==> config.mk <==
export PLATFORM = sky130hd
export DESIGN_NAME = stream_mux_rr
export DESIGN_NICKNAME = d
export VERILOG_FILES = /design/src/rtl/stream_mux_pkg.sv /design/src/rtl/rr_arbiter.sv /design/src/rtl/stream_mux_rr.sv
export SDC_FILE = /design/constraint.sdc
export NUM_CORES = 1
export LEC_CHECK = 0
export BUFFER_PORTS_ARGS = -buffer_cell sky130_fd_sc_hd__buf_2
export CAP_MARGIN = 20
export CORE_UTILIZATION = 48
export CTS_BUF_LIST = sky130_fd_sc_hd__clkbuf_4
export CTS_CLUSTER_SIZE = 8
export DETAILED_ROUTE_END_ITERATION = 8
export GPL_ROUTABILITY_DRIVEN = 1
export PLACE_DENSITY = 0.95
export REMOVE_ABC_BUFFERS = 1
export SKIP_LAST_GASP = 1
export SYNTH_ARGS = -nofsm -noshare
export SYNTH_HDL_FRONTEND = slang
export SYNTH_SLANG_ARGS = --single-unit
==> constraint.sdc <==
create_clock -name clk -period 3.6 [get_ports clk]
set_clock_uncertainty 0.1 [all_clocks]
set_input_delay 0.18 -clock clk [delete_from_list [all_inputs] [get_ports clk]]
set_output_delay 0.18 -clock clk [all_outputs]
set_load 0.02 [all_outputs]
==> src/rtl/stream_mux_pkg.sv <==
// stream_mux_pkg
//   Shared constants and helpers for the round-robin / select stream mux.
//   MODE_SEL : mode input value that routes the channel named by sel.
//   MODE_RR  : mode input value that rotates priority across channels.
package stream_mux_pkg;

  localparam logic MODE_SEL = 1'b0;
  localparam logic MODE_RR  = 1'b1;

  // Wrap a channel offset back into 0..n-1. The arbiter only ever passes
  // values below 2*n, so a plain modulo is enough.
  function automatic int ch_wrap(input int idx, input int n);
    return idx % n;
  endfunction

endpackage

==> src/rtl/rr_arbiter.sv <==
// rr_arbiter
//   Pure combinational rotating-priority search. Starting one past the
//   previous winner, it returns the first requesting channel, wrapping
//   modulo N_CH.
//   Ports:
//     req     [N_CH]  per-channel request
//     last    [SELW]  previous winner; the search starts at last+1
//     gnt_idx [SELW]  winning channel (0 when gnt_vld = 0)
//     gnt_vld         some channel was requesting
module rr_arbiter
  import stream_mux_pkg::*;
#(
  parameter int N_CH = 4,
  parameter int SELW = $clog2(N_CH)
) (
  input  logic [N_CH-1:0] req,
  input  logic [SELW-1:0] last,
  output logic [SELW-1:0] gnt_idx,
  output logic            gnt_vld
);

  always_comb begin
    logic [SELW-1:0] cand;
    cand    = '0;
    gnt_vld = 1'b0;
    gnt_idx = '0;
    // Offset N_CH comes back around to last itself, so the previous
    // winner is still served when nobody else is asking.
    for (int k = 1; k <= N_CH; k++) begin
      cand = SELW'(ch_wrap(int'(last) + k, N_CH));
      if (!gnt_vld && req[cand]) begin
        gnt_vld = 1'b1;
        gnt_idx = cand;
      end
    end
  end

endmodule

==> src/rtl/stream_mux_rr.sv <==
// stream_mux_rr
//   N_CH-to-1 valid/ready stream multiplexer with a single registered
//   output stage. The channel is either the one named by sel (mode = 0) or
//   chosen by rotating priority (mode = 1).
//
//   Parameters: N_CH (2..16) channels, WIDTH (1..64) data bits per channel.
//   Ports:
//     clk        rising-edge clock
//     reset      asynchronous active-low reset
//     mode       0 = select by sel, 1 = round-robin
//     sel        channel index used in select mode
//     in_data    N_CH*WIDTH, channel i at [i*WIDTH +: WIDTH]
//     in_valid   per-channel valid
//     in_ready   per-channel ready (at most one bit set)
//     out_data   registered data of the last accepted beat
//     out_valid  registered valid
//     out_ready  downstream ready
//     out_ch     channel that supplied out_data
//
//   Optional build macro STREAM_MUX_RR_LOCK_EN adds:
//     in_last    per-channel end-of-packet marker
//     out_last   registered alongside out_data
//   With it, once a channel sends a beat with in_last = 0, it keeps the
//   grant in both modes until its beat with in_last = 1 has been accepted.
module stream_mux_rr
  import stream_mux_pkg::*;
#(
  parameter  int N_CH  = 4,
  parameter  int WIDTH = 4,
  localparam int SELW  = $clog2(N_CH)
) (
  input  logic                  clk,
  input  logic                  reset,
  input  logic                  mode,
  input  logic [SELW-1:0]       sel,
  input  logic [N_CH*WIDTH-1:0] in_data,
  input  logic [N_CH-1:0]       in_valid,
  output logic [N_CH-1:0]       in_ready,
  output logic [WIDTH-1:0]      out_data,
  output logic                  out_valid,
  input  logic                  out_ready,
  output logic [SELW-1:0]       out_ch
`ifdef STREAM_MUX_RR_LOCK_EN
  ,
  input  logic [N_CH-1:0]       in_last,
  output logic                  out_last
`endif
);

  logic [SELW-1:0] last_grant;
  logic [SELW-1:0] rr_idx;
  logic            rr_vld;
  logic            sel_vld;
  logic [SELW-1:0] grant;
  logic            grant_valid;
  logic            load_en;
  logic            xfer;
  logic            lock_hold;
  logic [SELW-1:0] lock_ch;

  rr_arbiter #(
    .N_CH (N_CH),
    .SELW (SELW)
  ) u_arb (
    .req     (in_valid),
    .last    (last_grant),
    .gnt_idx (rr_idx),
    .gnt_vld (rr_vld)
  );

  // Select-mode request check. Comparing against every legal index, rather
  // than indexing in_valid with sel, makes out-of-range sel values grant
  // nothing when N_CH is not a power of two.
  always_comb begin
    sel_vld = 1'b0;
    for (int i = 0; i < N_CH; i++) begin
      if (sel == SELW'(i) && in_valid[i]) sel_vld = 1'b1;
    end
  end

  // A locked packet takes priority over both modes. While the locked
  // channel is idle, nobody is granted, so the packet cannot be split.
  always_comb begin
    grant       = '0;
    grant_valid = 1'b0;
    if (lock_hold) begin
      grant       = lock_ch;
      grant_valid = in_valid[lock_ch];
    end else if (mode == MODE_RR) begin
      grant       = rr_idx;
      grant_valid = rr_vld;
    end else begin
      grant       = sel;
      grant_valid = sel_vld;
    end
  end

  // The output register can take a new beat when it is empty or is being
  // drained on this edge. This still gives full throughput. in_ready reads
  // out_ready, but out_valid is only ever a flop output.
  assign load_en = !out_valid || out_ready;
  assign xfer    = grant_valid && load_en;

  // reset gates in_ready so that no channel sees a handshake while the
  // block is held in reset.
  always_comb begin
    in_ready = '0;
    for (int i = 0; i < N_CH; i++) begin
      in_ready[i] = reset && xfer && (grant == SELW'(i));
    end
  end

  // last_grant resets to N_CH-1 so that channel 0 wins the first
  // round-robin search.
  always_ff @(posedge clk or negedge reset) begin
    if (!reset) begin
      out_valid  <= 1'b0;
      out_data   <= '0;
      out_ch     <= '0;
      last_grant <= SELW'(N_CH - 1);
    end else if (xfer) begin
      out_valid  <= 1'b1;
      out_data   <= in_data[int'(grant)*WIDTH +: WIDTH];
      out_ch     <= grant;
      last_grant <= grant;
    end else if (load_en) begin
      // Drained with nothing to replace it: drop valid, keep data and
      // channel as they were.
      out_valid  <= 1'b0;
    end
  end

`ifdef STREAM_MUX_RR_LOCK_EN
  logic locked;
  logic [SELW-1:0] locked_ch;

  always_ff @(posedge clk or negedge reset) begin
    if (!reset) begin
      locked    <= 1'b0;
      locked_ch <= '0;
      out_last  <= 1'b0;
    end else if (xfer) begin
      locked    <= !in_last[grant];
      locked_ch <= grant;
      out_last  <= in_last[grant];
    end
  end

  assign lock_hold = locked;
  assign lock_ch   = locked_ch;
`else
  assign lock_hold = 1'b0;
  assign lock_ch   = '0;
`endif

endmodule

==> qor.txt <==
Detail Placement HPWL: 1380 um
Worst Path Arrival: 2.37 ns
Clock sink count: 9
Hold Fails Final Rpt: 0
Hold Path Depth: 3
Gate Count Post-Synth: 71
Synth Cell Area: 643 um2
Status: completed
Netlist cell types: 26
Slew margin rel.: 0.659
Leading area contributor after synthesis: dfrtp_1
Ports: 37
Share of cells above drive strength 1: 0.423
Die span in x: 38.6 um
Clk_lat worst skew: 0.26 ns
Synth Area in Compound Gates: 0.185
Total Wirelength: 1800 um
CTS Buffer Depth: 2
Net count, final: 138
Synth Area in Adders: 0
Overflow after GRT: 0
Syn avg cell area: 9.06 um2
Worst Path Max Fanout: 7
Worst hold path class: input pin to flip-flop
Post-cts sizing count: 0
Worst-Margin Slew: 0.508 ns
Clock Pin Slew Worst Setup and Hold Paths: 0.07 ns
Leak Pwr: 0.471 nW
Core area: 1170 um2
Fin crit share: 0.737
Per-cell routed wire length: 14.4 um
Simple-gate area share of the yosys netlist: 0.259
CP Class: flip-flop to output port
Flops & latches, synth: 9
First-pass GRT wire length: 2750 um
Multiplexer area fraction after synthesis: 0.160
Synthesis-to-finish area growth: 35.2%
Detailed router's first-iteration violation count: 9
Largest family of logic cells by synthesized area: simple AND/OR/NAND/NOR gates
Final core occ: 0.743
Commonest cells post-synth: nand2_1, mux2i_1, dfrtp_1, o221ai_1, nor2_1
Initial Utilization: 0.549
Largest net degree at the start of global routing: 13
Max-cap violations: 0
Ys Warns: 0
Pwr Density: 453 nW/um2
DRC: 0
Antenna Cells: 0
Via density: 5.91
Final setup vio count: 0
Setup Buffers After CTS: 0
TritonCTS clock tree: done
Critical path capture point type: output port
CTS buffer count: 3
IO buf count: 36
Count leader, synth: nand2_1
Worst endpoint required time: 3.32 ns
Post-synth top flop: dfrtp_1
Total design power: 0.394 mW
Most area-consuming cells after synthesis: dfrtp_1, mux2i_1, dfstp_2
RSZ-0062 raised after global routing: false
Die H: 38.6 um
Post-synthesis sequential area ratio: 0.354
Startpoint Class: flip-flop
Final RePlAce weighted congestion: 0.813
Post-synth EDFFs: 0
GR Util All Layers: 0.271
Setup TNS: 0 ns
Total vias in the final route: 739
Final ANT Viol Nets: 0
Max Slew Vio Count: 0
Peak supply drop: 0.000260 V
Fmax: 377 MHz
Fin crit period: 2.65 ns
H-tree depth: 1
Clock Root Buffer: clkbuf_4
Initial antenna violation count: 0
DIE AREA: 1490 um2
Row count: 12
Drt pass-1 iters: 4
Worst R2R Path Depth: 7
Synth top area share: 0.272
Vias in the first global route: 661
Ys async rst share: 1.00
XOR/XNOR share of the synthesized area: 0
==> power breakdown <==
part / switching [mW] / internal, mW
logic: 0.0928 / 0.0691
registers: 0.0203 / 0.129
clock network: 0.0419 / 0.0410
==> sequential cells by signal (all words and copies together) (netlist names) <==
name        cells
last_grant      2
out_ch          2
out_valid       1
out_data        4
==> metal layers <==
metal | track usage | part of all wire | wire length [um] | vias up
met4 | 0.112 | 0.013 | 23 | 0
met1 | 0.336 | 0.42 | 759 | 341
met5 | 0 | 0 | 0 | -
li1 | - | - | - | 343
met3 | 0.0462 | 0.079 | 142 | 4
met2 | 0.458 | 0.49 | 873 | 51
==> cells in the final DEF, fill, tap and decap left out, drive strengths merged, types with 2 or more instances in the layout <==
cell,instances
buf,37
nand2,13
mux2i,8
dfrtp,7
o221ai,5
nor3,5
nor2,4
inv,3
nand2b,3
clkbuf,3
o21ai,2
a21oi,2
nor2b,2
and3,2
a21o,2
dfstp,2
==> final timing paths <==
| path | slack, ns | from | to |
|---|---|---|---|
| setup / recovery | 0.95 | last_grant[1]$_DFFE_PN1N_ | in_ready[2] |
| hold / removal | 0.12 | out_ready | out_valid$_DFFE_PN0P_ |
| setup reg to reg | 1.37 | last_grant[1]$_DFFE_PN1N_ | out_data[1]$_DFFE_PN0N_ |
| hold reg to reg | 0.39 | out_ch[1]$_DFFE_PN0N_ | out_ch[1]$_DFFE_PN0N_ |
| max in group asynchronous | 2.92 | reset | last_grant[0]$_DFFE_PN1N_ |
| min in group asynchronous | 0.21 | reset | out_valid$_DFFE_PN0P_ |
==> critical path, cell delays in order, from the launching register on <==
cell and delay [ns]:
dfstp_2 0.59, nand2_1 0.08, o21ai_0 0.20, nor3_2 0.06, nor3_2 0.46, buf_4 0.26
and2_4 0.16, and3_1 0.15, buf_2 0.16
==> layout make-up <==
| class | count | area (um2) |
|---|---|---|
| multi-input combinational | 57 | 388 |
| fill | 83 | 302 |
| sequential | 9 | 228 |
| timing repair buffer | 38 | 198 |
| clock buffer | 3 | 22.5 |
| tap | 14 | 17.5 |
| inverter | 3 | 11.3 |
| clock inverter | 1 | 5.00 |
==> through the flow <==
stage               setup WS (ns)  cell area [um2]  hold slack [ns]  cells
floorplan                    1.33              627           -0.216     69
global placement             1.33              832          -0.0420    120
detailed placement           1.26              832          -0.0366    120
CTS                         0.963              870            0.118    125
global route                0.763              870            0.153    125
finish                      0.948              870            0.119    125
==> cell families after synthesis <==
family                 Yosys count
AO/OA/AOI/OAI                   16
buffers and inverters            5
flip-flops                       9
multiplexers                     9
AND/OR/NAND/NOR                 32
==> repair_timing <==
| action | 4_1_cts | 5_1_grt |
|---|---|---|
| hold buffers | 1 | 0 |
| hold endpoints to repair | 9 | 0 |
| setup endpoints to repair | 0 | 0 |
No activity file was read; power rests on OpenSTA's default activity.
